<file path="config.mk">
export PLATFORM = sky130hd
export DESIGN_NAME = spi_arb_master
export DESIGN_NICKNAME = d
export VERILOG_FILES = /design/src/rtl/spi_pkg.sv /design/src/rtl/spi_shift_engine.sv /design/src/rtl/spi_arb_master.sv
export SDC_FILE = /design/constraint.sdc
export NUM_CORES = 1
export LEC_CHECK = 0
export ABC_AREA = 1
export CORE_AREA = 5 5 96 98
export CTS_CLUSTER_DIAMETER = 40
export CTS_CLUSTER_SIZE = 40
export DETAILED_ROUTE_END_ITERATION = 8
export DIE_AREA = 0 0 101 103
export GPL_ROUTABILITY_DRIVEN = 0
export GPL_TIMING_DRIVEN = 0
export PLACE_DENSITY = 0.49
export SLEW_MARGIN = 20
export SYNTH_ARGS = -nofsm -noshare
export SYNTH_HDL_FRONTEND = slang
export SYNTH_SLANG_ARGS = --single-unit
</file>
<file path="constraint.sdc">
create_clock -name clk -period 1.89 [get_ports clk]
set_input_delay 0.189 -clock clk [delete_from_list [all_inputs] [get_ports clk]]
set_output_delay 0.189 -clock clk [all_outputs]
set_load 0.02 [all_outputs]
</file>
<file path="src/rtl/spi_pkg.sv">
// Shared definitions for the arbitrated SPI master: FSM encoding and default sizing.
package spi_pkg;

    localparam int SPI_DW_DEF      = 8;
    localparam int SPI_CLK_DIV_DEF = 2;

    typedef enum logic [2:0] {
        ST_IDLE  = 3'd0,
        ST_SETUP = 3'd1,
        ST_SHIFT = 3'd2,
        ST_HOLD  = 3'd3,
        ST_DONE  = 3'd4,
        ST_GAP   = 3'd5
    } spi_state_e;

endpackage

</file>
<file path="src/rtl/spi_shift_engine.sv">
// SPI mode-0 shift/clock engine: MSB-first transmit, receive into LSB on each
// SCLK rise, and a finish pulse in the cycle that produces the last falling edge.
module spi_shift_engine
    import spi_pkg::*;
#(
    parameter int CLK_DIV = SPI_CLK_DIV_DEF,
    parameter int DW      = SPI_DW_DEF
) (
    input  logic          clk,
    input  logic          rst,
    input  logic          i_load,
    input  logic [DW-1:0] i_tx,
    input  logic          i_start,
    input  logic          i_miso,
    output logic          o_sclk,
    output logic          o_mosi,
    output logic [DW-1:0] o_rx,
    output logic          o_finish
);
    localparam int HW = $clog2(CLK_DIV + 1);
    localparam int BW = $clog2(DW + 1);
    localparam logic [HW-1:0] HALF_LAST = HW'(CLK_DIV - 1);

    logic          r_active;
    logic [HW-1:0] r_hcnt;
    logic [BW-1:0] r_bcnt;
    logic          r_sclk;
    logic [DW-1:0] r_tx;
    logic [DW-1:0] r_rx;
    logic          w_tick;

    assign w_tick   = r_active && (r_hcnt == '0);
    // r_bcnt counts remaining rising edges; zero on a high phase means the last fall is due
    assign o_finish = w_tick && r_sclk && (r_bcnt == '0);
    assign o_sclk   = r_sclk;
    assign o_mosi   = r_tx[DW-1];
    assign o_rx     = r_rx;

    always_ff @(posedge clk or negedge rst) begin
        if (!rst) begin
            r_active <= 1'b0;
            r_hcnt   <= '0;
            r_bcnt   <= '0;
            r_sclk   <= 1'b0;
            r_tx     <= '0;
            r_rx     <= '0;
        end else begin
            if (i_load) begin
                r_tx <= i_tx;
            end
            if (i_start) begin
                r_active <= 1'b1;
                r_hcnt   <= HALF_LAST;
                r_bcnt   <= BW'(DW);
                r_sclk   <= 1'b0;
            end else if (r_active) begin
                if (w_tick) begin
                    r_hcnt <= HALF_LAST;
                    r_sclk <= ~r_sclk;
                    if (!r_sclk) begin
                        r_rx   <= {r_rx[DW-2:0], i_miso};
                        r_bcnt <= r_bcnt - 1'b1;
                    end else begin
                        r_tx <= {r_tx[DW-2:0], 1'b0};
                        if (r_bcnt == '0) begin
                            r_active <= 1'b0;
                        end
                    end
                end else begin
                    r_hcnt <= r_hcnt - 1'b1;
                end
            end
        end
    end

endmodule

</file>
<file path="src/rtl/spi_arb_master.sv">
// Two-requester SPI master: round-robin arbitration and transfer sequencing
// around the shared shift engine.
//
//   state    | meaning
//   ---------+-----------------------------------------------------------
//   ST_IDLE  | ss high, arbitrate, grant winner and latch its byte
//   ST_SETUP | ss low, first MSB on mosi, CLK_DIV cycles
//   ST_SHIFT | engine toggles sclk, 2*DW*CLK_DIV cycles
//   ST_HOLD  | ss low, sclk low, CLK_DIV cycles
//   ST_DONE  | one cycle, done pulse to the served requester
//   ST_GAP   | ss high, mosi low, CLK_DIV cycles before re-arbitrating
module spi_arb_master
    import spi_pkg::*;
#(
    parameter int CLK_DIV = SPI_CLK_DIV_DEF,
    parameter int DW      = SPI_DW_DEF
) (
    input  logic          clk,
    input  logic          rst,
    input  logic          req0,
    input  logic          req1,
    input  logic [DW-1:0] wdata0,
    input  logic [DW-1:0] wdata1,
    output logic          gnt0,
    output logic          gnt1,
    output logic          done0,
    output logic          done1,
    output logic [DW-1:0] rdata0,
    output logic [DW-1:0] rdata1,
    output logic          ss,
    output logic          sclk,
    output logic          mosi,
    input  logic          miso,
    output logic          busy
);
    localparam int TW = $clog2(CLK_DIV + 1);
    localparam logic [TW-1:0] T_LAST = TW'(CLK_DIV - 1);

    spi_state_e    r_state;
    spi_state_e    w_next;
    logic [TW-1:0] r_tmr;
    logic          r_sel;
    logic          r_last;
    logic [DW-1:0] r_rdata0;
    logic [DW-1:0] r_rdata1;

    logic          w_win;
    logic          w_grant;
    logic          w_tmr_load;
    logic          w_tmr_zero;
    logic          w_start;
    logic          w_finish;
    logic          w_load_rx;
    logic          w_eng_mosi;
    logic [DW-1:0] w_tx;
    logic [DW-1:0] w_rx;

    // r_last resets to 1 so requester 0 wins the first contested round
    assign w_win      = (req0 && req1) ? ~r_last : req1;
    assign w_tx       = w_win ? wdata1 : wdata0;
    assign w_tmr_zero = (r_tmr == '0);
    assign rdata0     = r_rdata0;
    assign rdata1     = r_rdata1;

    spi_shift_engine #(
        .CLK_DIV (CLK_DIV),
        .DW      (DW)
    ) u_engine (
        .clk      (clk),
        .rst      (rst),
        .i_load   (w_grant),
        .i_tx     (w_tx),
        .i_start  (w_start),
        .i_miso   (miso),
        .o_sclk   (sclk),
        .o_mosi   (w_eng_mosi),
        .o_rx     (w_rx),
        .o_finish (w_finish)
    );

    always_ff @(posedge clk or negedge rst) begin
        if (!rst) begin
            r_state <= ST_IDLE;
        end else begin
            r_state <= w_next;
        end
    end

    always_comb begin
        w_next     = r_state;
        w_grant    = 1'b0;
        w_tmr_load = 1'b0;
        w_start    = 1'b0;
        w_load_rx  = 1'b0;
        ss         = 1'b1;
        busy       = 1'b1;
        mosi       = 1'b0;
        gnt0       = 1'b0;
        gnt1       = 1'b0;
        done0      = 1'b0;
        done1      = 1'b0;
        case (r_state)
            ST_IDLE: begin
                busy = 1'b0;
                // rst gate keeps the grant quiet while reset holds the FSM in IDLE
                if (rst && (req0 || req1)) begin
                    w_grant    = 1'b1;
                    gnt0       = ~w_win;
                    gnt1       = w_win;
                    w_tmr_load = 1'b1;
                    w_next     = ST_SETUP;
                end
            end
            ST_SETUP: begin
                ss   = 1'b0;
                mosi = w_eng_mosi;
                if (w_tmr_zero) begin
                    w_start = 1'b1;
                    w_next  = ST_SHIFT;
                end
            end
            ST_SHIFT: begin
                ss   = 1'b0;
                mosi = w_eng_mosi;
                if (w_finish) begin
                    w_tmr_load = 1'b1;
                    w_next     = ST_HOLD;
                end
            end
            ST_HOLD: begin
                ss = 1'b0;
                if (w_tmr_zero) begin
                    w_load_rx = 1'b1;
                    w_next    = ST_DONE;
                end
            end
            ST_DONE: begin
                done0      = ~r_sel;
                done1      = r_sel;
                w_tmr_load = 1'b1;
                w_next     = ST_GAP;
            end
            ST_GAP: begin
                if (w_tmr_zero) begin
                    w_next = ST_IDLE;
                end
            end
            default: begin
                w_next = ST_IDLE;
            end
        endcase
    end

    always_ff @(posedge clk or negedge rst) begin
        if (!rst) begin
            r_tmr <= '0;
        end else if (w_tmr_load) begin
            r_tmr <= T_LAST;
        end else if (!w_tmr_zero) begin
            r_tmr <= r_tmr - 1'b1;
        end
    end

    // rdata is loaded leaving HOLD so the new byte is visible alongside done
    always_ff @(posedge clk or negedge rst) begin
        if (!rst) begin
            r_sel    <= 1'b0;
            r_last   <= 1'b1;
            r_rdata0 <= '0;
            r_rdata1 <= '0;
        end else begin
            if (w_grant) begin
                r_sel  <= w_win;
                r_last <= w_win;
            end
            if (w_load_rx) begin
                if (r_sel) begin
                    r_rdata1 <= w_rx;
                end else begin
                    r_rdata0 <= w_rx;
                end
            end
        end
    end

endmodule

</file>
==> run_results.csv <==
group,metric,value,unit
timing,fmax,578,MHz
placed_design,pre_cts_ws,-0.545,ns
synth,synth-edff-count,0,
floorplan,core_area,8380,µm²
status,status,"finished, final reports clean",
synth,synth_area_leaders,"dfrtp_1, nand2_1, inv_1",
timing,tightest_slew,0.422,ns
routing,ant_nets,0,
timing,fin_crit,1.73,ns
floorplan,start_util,0.270,
floorplan,fp.dieH,103,µm
timing,fin_ws,0.161,ns
worst_setup_path,end_kind,"flop",
floorplan,die_w,101,µm
synth,synth_commonest_cells,"nand2_1, dfrtp_1, inv_1",
synth,synthFlopType,"dfrtp_1",
timing,period_share,0.915,
global_route,grt_max_degree,47,
global_route,grt_pass1_wl,9700,µm
finish,antenna_cells,0,
cts,worstSkewPairLatency,0.31,ns
synth,synth_top_area_frac,0.509,
cts,root_buffer,"clkbuf_8",
power_and_ir_drop,pwr_density_cell,1590,nW/µm²
worst_setup_path,required,2.08,ns
placed_design,io_buffers,43,
routing,viasPerCell,4.46,
placed_design,hpwl,3860,µm
worst_setup_path,start_kind,"flop",
global_route,grt-ovfl-total,0,
min_path,hold_path.class,"input port to flop",
finish,final_util,0.365,
finish,finalNetCount,363,
synth,synth.avg_cell_area,8.13,µm²
synth,synth_most_common_cell,"nand2_1",
routing,drt-pass1-iter-count,5,
timing,tns,0,ns
timing,grt_setup_unrepaired,"yes",
synth,ys_ff_latch,47,
cts,cts-buffers-inserted,5,
synth,yosys_warnings,0,
synth,synth_cell_types,25,
power_and_ir_drop,p_leak,0.00153,µW
cts,cts_sinks,47,
worst_setup_path,r2r_start,"r_tmr[0]",
worst_setup_path,cp_max_fo,10,
finish,layoutNonFillerInstCount,448,
timing,drv_slew,0,
global_route,first_global_vias,1977,
routing,num_vias,1997,
floorplan,ios,45,
routing,drtIter0Drc,91,
worst_setup_path,r2r_setup_slack,0.16,ns
timing,setup_viol,0,
worst_setup_path,r2r_end,"u_engine.r_bcnt[1]",
timing,slew_headroom,0.716,
flow_run,cap_violations,0,
min_path,hp-start,"rst",
cts,h-tree-depth,2,
cts,cts_buffer_depth,2,
cts,path_clk_slew,0.09,ns
min_path,worstHoldEndpoint,"r_last",
routing,wl_per_cell,12.7,µm
synth,syn_area,2260,µm²
floorplan,fp-row-count,34,
synth,syn_nets,302,
synth,synthArstFlopShare,1.00,
floorplan,design.die.area,10400,µm²
placed_design,dp.cells,429,
timing,hold_violations,0,
cts,cts_tree,"done",
min_path,holdPathStages,5,
worst_setup_path,crit_arrival,1.92,ns
power_and_ir_drop,irDropWorstVdd,0.558,mV
synth,yosys.area.top_type,"dfrtp_1",
timing,fin_skew,0.0141,ns
finish,drive_gt1_frac,0.121,
finish,area_growth,35.5,%
worst_setup_path,rr_worst_depth,7,
routing,finalWirelength,5690,µm
global_route,track_usage,0.116,
synth,synth_cells,278,
synth,yosysSeqAreaShare,0.521,
routing,drc_errors,0,
worst_setup_path,path_class,"flop to flop",
global_route,antenna_found_initial,0,
-- flip-flops by register name, summed over array words and instances, names as in the netlist --
| register | cells |
|---|---|
| rdata0 | 8 |
| rdata1 | 8 |
| r_sel | 1 |
| r_tmr | 2 |
| r_state | 3 |
| r_last | 1 |
| u_engine.r_active | 1 |
| u_engine.o_rx | 8 |
| u_engine.o_sclk | 1 |
| u_engine.r_tx | 8 |
| u_engine.r_bcnt | 4 |
| u_engine.r_hcnt | 2 |
-- report_power, final --
part           switching [µW]  internal (µW)  total (µW)
Clock                     369            401         770
Sequential                248           1450        1700
Combinational            1420            985        2410
-- layout by cell type (no fill, tap or decap), drive strengths merged, types with 3 or more instances in the layout --
cell type / instances
clkbuf: 7
buf: 19
nor2: 16
a21oi: 7
dfrtp: 46
nand2: 89
ha: 3
o21ai: 31
clkdlybuf4s50: 35
inv: 36
nand3: 26
nand3b: 8
-- repair_timing --
action	CTS	global route
setup endpoints to repair	5	11
hold buffers	2	0
endpoints found under the hold margin	46	0
pin swaps	1	1
buffers inserted	3	6
gates resized for setup	14	9
-- metal layers --
layer	wire [µm]	GRT usage
met1	2850	0.158
met2	2410	0.178
met3	381	0.0386
met4	40	0.0276
met5	0	0
-- how the worst max path moves through the flow --
stage | start | slack [ns] | endpoint | cells past startpoint
6_report | r_tmr[0] | 0.16 | u_engine.r_bcnt[1] | 7
5_1_grt | r_tmr[0] | -0.02 | u_engine.o_rx[5] | 7
4_1_cts | r_state[1] | 0.0008 | mosi | 6
2_1_floorplan | r_state[1] | 0.37 | gnt1 | 5
3_3_place_gp | rst | -2.34 | gnt1 | 6
3_5_place_dp | rst | -0.55 | gnt1 | 6
-- metrics by stage --
step / power [µW] / hold slack, ns / instance area [µm²]
after floorplan: 3230 / -0.107 / 2260
after global placement: 4020 / 0.453 / 2830
after detailed placement: 4060 / 0.256 / 2820
after CTS: 4900 / 0.370 / 3020
after global routing: 5340 / 0.420 / 3060
final: 4880 / 0.368 / 3060
-- area by class of cell --
type                            instances  area, µm²
Buffer                                  7       56.3
Timing Repair Buffer                   54        524
Tap cell                              108        135
Clock inverter                          3       47.5
Sequential cell                        47       1180
Clock buffer                            5       68.8
Inverter                               35        131
Multi-Input combinational cell        189        921
Fill cell                             869       5320
-- cells by family (layout without fill, tap and decap cells) --
kind of cell / Yosys count / count (layout) / share of synthesized area
AO/OA/AOI/OAI: 40 / 40 / 0.0902
adder cells (fa/ha/maj): 3 / 3 / 0.0166
flip-flops: 47 / 47 / 0.521
XOR/XNOR: 1 / 1 / 0.00387
buffers and inverters: 42 / 104 / 0.0830
AND/OR/NAND/NOR: 145 / 145 / 0.286
-- critical path, cell delays in order (launching register included) --
cell and delay [ns]:
dfrtp_1 0.40, inv_1 0.06, ha_1 0.13, buf_2 0.19, nand4_1 0.28, nand2_2 0.27
buf_4 0.21, o22ai_1 0.08
No activity file was read; power rests on OpenSTA's default activity.
